[src/rtl/ysyx_22050854_axi_pkg.sv]
// Shared AXI read-side encodings, master IDs and responder FSM states.
// The arbiter uses the same ID constants.
package ysyx_22050854_axi_pkg;

  typedef enum logic [1:0] {
    BURST_FIXED = 2'b00,
    BURST_INCR  = 2'b01,
    BURST_WRAP  = 2'b10
  } burst_e;

  typedef enum logic [1:0] {
    RESP_OKAY   = 2'b00,
    RESP_SLVERR = 2'b10
  } resp_e;

  localparam logic [3:0] ID_FLASH  = 4'd0;
  localparam logic [3:0] ID_DCACHE = 4'd1;
  localparam logic [3:0] ID_DEVICE = 4'd2;
  localparam logic [3:0] ID_ICACHE = 4'd3;

  typedef enum logic [1:0] {
    ST_IDLE  = 2'd0,
    ST_ISSUE = 2'd1,
    ST_WAIT  = 2'd2,
    ST_RESP  = 2'd3
  } rd_state_e;

  // Only FIXED/INCR with beats up to 8 bytes are served.
  function automatic logic req_err(
    input logic [1:0] burst,
    input logic [2:0] size
  );
    return burst[1] || (size > 3'd3);
  endfunction

endpackage

[src/rtl/ysyx_22050854_ar_fifo.sv]
// Small synchronous FIFO holding accepted AR requests.
// A full FIFO refuses a push even when a pop happens in the same cycle.
module ysyx_22050854_ar_fifo #(
  parameter int W     = 49,
  parameter int DEPTH = 2
) (
  input  logic         clock,
  input  logic         reset,
  input  logic         push,
  input  logic [W-1:0] din,
  input  logic         pop,
  output logic [W-1:0] dout,
  output logic         full,
  output logic         empty
);

  localparam int AW = $clog2(DEPTH);

  logic [W-1:0] mem [DEPTH];
  logic [AW:0]  wr_ptr;
  logic [AW:0]  rd_ptr;
  logic         do_push;
  logic         do_pop;

  assign full    = (wr_ptr[AW] != rd_ptr[AW]) &&
                   (wr_ptr[AW-1:0] == rd_ptr[AW-1:0]);
  assign empty   = (wr_ptr == rd_ptr);
  assign do_push = push && !full;
  assign do_pop  = pop && !empty;
  assign dout    = mem[rd_ptr[AW-1:0]];

  always_ff @(posedge clock or posedge reset) begin
    if (reset) begin
      wr_ptr <= '0;
      rd_ptr <= '0;
    end else begin
      if (do_push) wr_ptr <= wr_ptr + 1'b1;
      if (do_pop)  rd_ptr <= rd_ptr + 1'b1;
    end
  end

  always_ff @(posedge clock) begin
    if (do_push) mem[wr_ptr[AW-1:0]] <= din;
  end

endmodule

[src/rtl/ysyx_22050854_axi_read_responder.sv]
// AXI4 read responder: queues AR requests and serves them beat by beat
// from a 1-cycle-latency memory port, in strict arrival order.
module ysyx_22050854_axi_read_responder
  import ysyx_22050854_axi_pkg::*;
#(
  parameter int ADDR_W   = 32,
  parameter int DATA_W   = 64,
  parameter int ID_W     = 4,
  parameter int AR_DEPTH = 2
) (
  input  logic              clock,
  input  logic              reset,
  input  logic              s_arvalid,
  output logic              s_arready,
  input  logic [ID_W-1:0]   s_arid,
  input  logic [ADDR_W-1:0] s_araddr,
  input  logic [7:0]        s_arlen,
  input  logic [2:0]        s_arsize,
  input  logic [1:0]        s_arburst,
  output logic              s_rvalid,
  input  logic              s_rready,
  output logic [ID_W-1:0]   s_rid,
  output logic [DATA_W-1:0] s_rdata,
  output logic [1:0]        s_rresp,
  output logic              s_rlast,
  output logic              mem_ren,
  output logic [ADDR_W-1:0] mem_raddr,
  input  logic [DATA_W-1:0] mem_rdata
);

  localparam int AR_W = ID_W + ADDR_W + 13;

  rd_state_e         state;
  logic [ADDR_W-1:0] addr_q;
  logic [ID_W-1:0]   id_q;
  logic [7:0]        len_q;
  logic [2:0]        size_q;
  logic [1:0]        burst_q;
  logic [7:0]        beat_cnt;

  logic              fifo_full;
  logic              fifo_empty;
  logic              fifo_pop;
  logic [AR_W-1:0]   fifo_din;
  logic [AR_W-1:0]   fifo_dout;

  logic [ID_W-1:0]   f_id;
  logic [ADDR_W-1:0] f_addr;
  logic [7:0]        f_len;
  logic [2:0]        f_size;
  logic [1:0]        f_burst;

  logic              err_q;
  logic [ADDR_W-1:0] step;
  logic [ADDR_W-1:0] nxt_addr;

  assign s_arready = !fifo_full && !reset;
  assign fifo_din  = {s_arid, s_araddr, s_arlen, s_arsize, s_arburst};
  assign fifo_pop  = (state == ST_IDLE) && !fifo_empty;
  assign {f_id, f_addr, f_len, f_size, f_burst} = fifo_dout;

  assign err_q    = req_err(burst_q, size_q);
  assign step     = ADDR_W'(1) << size_q;
  assign nxt_addr = (burst_q == BURST_INCR) ? addr_q + step : addr_q;

  ysyx_22050854_ar_fifo #(
    .W     (AR_W),
    .DEPTH (AR_DEPTH)
  ) u_ar_fifo (
    .clock (clock),
    .reset (reset),
    .push  (s_arvalid && s_arready),
    .din   (fifo_din),
    .pop   (fifo_pop),
    .dout  (fifo_dout),
    .full  (fifo_full),
    .empty (fifo_empty)
  );

  always_ff @(posedge clock or posedge reset) begin
    if (reset) begin
      state     <= ST_IDLE;
      addr_q    <= '0;
      id_q      <= '0;
      len_q     <= '0;
      size_q    <= '0;
      burst_q   <= '0;
      beat_cnt  <= '0;
      s_rvalid  <= 1'b0;
      s_rid     <= '0;
      s_rdata   <= '0;
      s_rresp   <= '0;
      s_rlast   <= 1'b0;
      mem_ren   <= 1'b0;
      mem_raddr <= '0;
    end else begin
      unique case (state)
        ST_IDLE: begin
          if (!fifo_empty) begin
            addr_q    <= f_addr;
            id_q      <= f_id;
            len_q     <= f_len;
            size_q    <= f_size;
            burst_q   <= f_burst;
            beat_cnt  <= '0;
            mem_ren   <= !req_err(f_burst, f_size);
            mem_raddr <= {f_addr[ADDR_W-1:3], 3'b000};
            state     <= ST_ISSUE;
          end
        end
        ST_ISSUE: begin
          mem_ren <= 1'b0;
          // Error bursts never touch memory: answer straight away.
          if (err_q) begin
            s_rvalid <= 1'b1;
            s_rid    <= id_q;
            s_rdata  <= '0;
            s_rresp  <= RESP_SLVERR;
            s_rlast  <= (beat_cnt == len_q);
            state    <= ST_RESP;
          end else begin
            state    <= ST_WAIT;
          end
        end
        ST_WAIT: begin
          s_rvalid <= 1'b1;
          s_rid    <= id_q;
          s_rdata  <= mem_rdata;
          s_rresp  <= RESP_OKAY;
          s_rlast  <= (beat_cnt == len_q);
          state    <= ST_RESP;
        end
        ST_RESP: begin
          if (s_rready) begin
            s_rvalid <= 1'b0;
            if (s_rlast) begin
              state <= ST_IDLE;
            end else begin
              beat_cnt  <= beat_cnt + 8'd1;
              addr_q    <= nxt_addr;
              mem_ren   <= !err_q;
              mem_raddr <= {nxt_addr[ADDR_W-1:3], 3'b000};
              state     <= ST_ISSUE;
            end
          end
        end
        default: state <= ST_IDLE;
      endcase
    end
  end

endmodule

[config.mk]
export PLATFORM = sky130hd
export DESIGN_NAME = ysyx_22050854_axi_read_responder
export DESIGN_NICKNAME = d
export VERILOG_FILES = /design/src/rtl/ysyx_22050854_axi_pkg.sv /design/src/rtl/ysyx_22050854_ar_fifo.sv /design/src/rtl/ysyx_22050854_axi_read_responder.sv
export SDC_FILE = /design/constraint.sdc
export NUM_CORES = 1
export LEC_CHECK = 0
export BUFFER_PORTS_ARGS = -buffer_cell sky130_fd_sc_hd__buf_2
export CORE_MARGIN = 10
export CORE_UTILIZATION = 59
export CTS_CLUSTER_DIAMETER = 50
export DETAILED_ROUTE_END_ITERATION = 7
export PLACE_DENSITY = 0.88
export REMOVE_ABC_BUFFERS = 1
export SLEW_MARGIN = 15
export SYNTH_ARGS = -nofsm -noshare
export SYNTH_HDL_FRONTEND = slang
export SYNTH_HIERARCHICAL = 1
export SYNTH_SLANG_ARGS = --single-unit
[constraint.sdc]
create_clock -name clock -period 7.5 [get_ports clock]
set_input_delay 0.75 -clock clock [delete_from_list [all_inputs] [get_ports clock]]
set_output_delay 0.75 -clock clock [all_outputs]
set_load 0.02 [all_outputs]
==> run summary <==
Worst setup SP type: flip-flop
Max-cap violation count: 0
Via density: 6.01
Antenna viol nets, final: 0
Diode count: 0
Post-synth top cells: 135 x dfrtp_1, 98 x edfxtp_1, 72 x mux2_2
Clk_skew: 0.0213 ns
Worst R2R Path Depth: 9
Synth Flop Type: dfrtp_1
Fmax: 0.283 GHz
P_leak: 5.47 nW
Largest cells by area after synthesis: dfrtp_1 33%, edfxtp_1 28%, mux2_2 7.8%
TritonCTS Buffers: 27
Port Buf Inserts: 218
Die H: 152 um
M1 GR Usage: 28.0%
Synth-to-layout area growth: 18.5%
Hold Path Class: in2async
Post-DP HPWL: 17800 um
Skew-Pair Late Insertion Delay: 0.54 ns
Setup TNS: 0 ns
Clock slew at reported path FFs: 0.06 ns
Crit path capture type: flip-flop
CP Max Fanout: 57
Post-route insts no fill: 1212
Setup WS pre-CTS: 4.04 ns
Wire per inst: 21.5 um
Die W: 152 um
Antenna violations before repair: 0
Fin. Hold Viols: 0
Cells after Synth: 783
DR DRC count: 0
H-tree depth: 1
Cell Area, Synth: 10300 um2
Largest area contributor in the netlist: dfrtp_1
Largest net degree at the start of global routing: 72
RSZ-0062 raised after global routing: false
Layout cells sized above 1: 36.7%
Area share of the largest cell type after synthesis: 32.6%
Sequential fraction of the synthesis area: 61.1%
Global-route wire length before repair: 41300 um
Pre-Repair DR Iteration Count: 6
Post-CTS Setup Bufs: 0
Power per cell area: 456 nW/um2
Busiest grt layer: met2
Cts hold-fix bufs: 0
Top Ports: 223
Initial Util: 60.0%
Met3 Resource Use GR: 3.25%
Total GRT Usage: 21.6%
Final worst path period share: 47.1%
Syn Area/Cell: 13.2 um2
Slew at the pin closest to its max-slew limit: 1.11 ns
Placed insts: 1162
Final setup fails: 0
Sink Count: 233
Post-CTS sizing: 0
Total number of vias: 7280
Rows: 48
Initial DRC Count: 855
Cell with the most instances after synthesis: dfrtp_1
Post-synth EDFFs: 98
Fin crit period: 3.54 ns
Async SR Flop Fraction: 57.9%
Status: complete, no violations
TritonCTS clock tree: done
GPL Wtd Cong: 0.840
Crit path arrival time: 3.96 ns
Final wirelength: 26100 um
RR Startpoint: u_ar_fifo/rd_ptr[0]$_DFFE_PP0P_
Root buf cell: clkbuf_16
Final WS setup: 3.96 ns
Vias in the first global route: 7432
CTS Buffer Depth: 3
Core Box Area: 17200 um2
Crit Path Class: reg2reg
FF-to-FF setup slack: 3.96 ns
Yosys warning count: 6
# nets final: 1098
VDD IR max: 279 uV
Critical Path RT: 7.93 ns
Aggregate global routing overflow: 0
Count of cell types in the netlist: 72
Relative slew slack: 25.9%
Register bit total from synthesis: 233
GR Util met2: 36.3%
Total die area: 23200 um2
Final Slew Violations: 0
[through the flow]
step	instance area [um2]	hold WS (ns)	power (mW)	util [%]
finish	12300	0.148	5.59	71.1
global route	12300	0.149	5.89	71.1
CTS	12300	0.139	5.59	71.1
detailed placement	11400	0.485	4.29	66.0
global placement	11400	0.483	4.19	66.0
floorplan	9930	0.473	3.56	-
[logic make-up (layout without fill, tap and decap cells)]
family          Yosys count  in the layout  synth area share, %
flops                   233            233                 61.1
compound gates          198            198                 14.5
simple gates            145            145                 7.31
buf+inv                  91            292                 4.82
mux                      78             78                 8.41
xor+xnor                 22             22                 1.93
fa+ha+maj                15             15                 1.89
other cells               1              4               0.0362
[layout by cell type, fill, tap and decap left out, types with 9 or more instances in the layout]
cell type and n:
inv_1 15, and3_1 14, a22o_1 68, ha_1 14, buf_2 218, dfrtp_1 134, mux2_2 72, nand4_1 9
a22oi_1 10, xor2_1 9, a21oi_1 18, nand2_1 26, xnor2_1 12, clkbuf_16 28, o21ai_0 38, edfxtp_1 98
nand3_1 13, nor2_1 44
[worst max-delay path, cell delays in order, from the launching register on]
cell and delay (ns):
dfrtp_2 0.34, buf_4 0.62, xor2_1 0.25, nor2_1 0.13, nor2b_2 0.14, buf_4 0.29, and2_0 0.75, a21o_2 0.42
o21ai_0 0.16, a221o_1 0.33
[power breakdown]
group          leakage (nW)  internal [mW]  total [mW]  switching, mW
registers              2.60           1.73        2.01          0.280
clock network         0.430          0.750        1.27          0.524
logic                  2.44          0.906        2.30           1.39
total                  5.47           3.39        5.59           2.20
[final cells by class]
cell class	instances	area, um2
multi-input cells	462	3570
well taps	225	282
repair buffers	225	1140
inverters	17	66.3
clock inverters	13	126
fillers	1117	4970
flip-flops and latches	233	6320
clock buffers	37	754
[worst max path at each step]
stage,start,end,slack [ns],depth (start not counted)
CTS,u_ar_fifo/rd_ptr[0]$_DFFE_PP0P_,flip-flop,4.04,9
floorplan,u_ar_fifo/rd_ptr[0]$_DFFE_PP0P_,u_ar_fifo/mem[1][0]$_DFFE_PP_,2.30,6
global placement,u_ar_fifo/rd_ptr[0]$_DFFE_PP0P_,flip-flop,4.16,9
finish,u_ar_fifo/rd_ptr[0]$_DFFE_PP0P_,flip-flop,3.96,9
detailed placement,u_ar_fifo/rd_ptr[0]$_DFFE_PP0P_,flip-flop,4.04,9
global route,u_ar_fifo/rd_ptr[0]$_DFFE_PP0P_,flip-flop,3.81,9
[metal layers]
metal  up-vias  share of wire (%)
met5         -                  0
met4         0                3.0
met3        55                5.6
met2       304                 51
met1      3635                 41
li1       3286                  -
No activity file was read; power rests on OpenSTA's default activity.
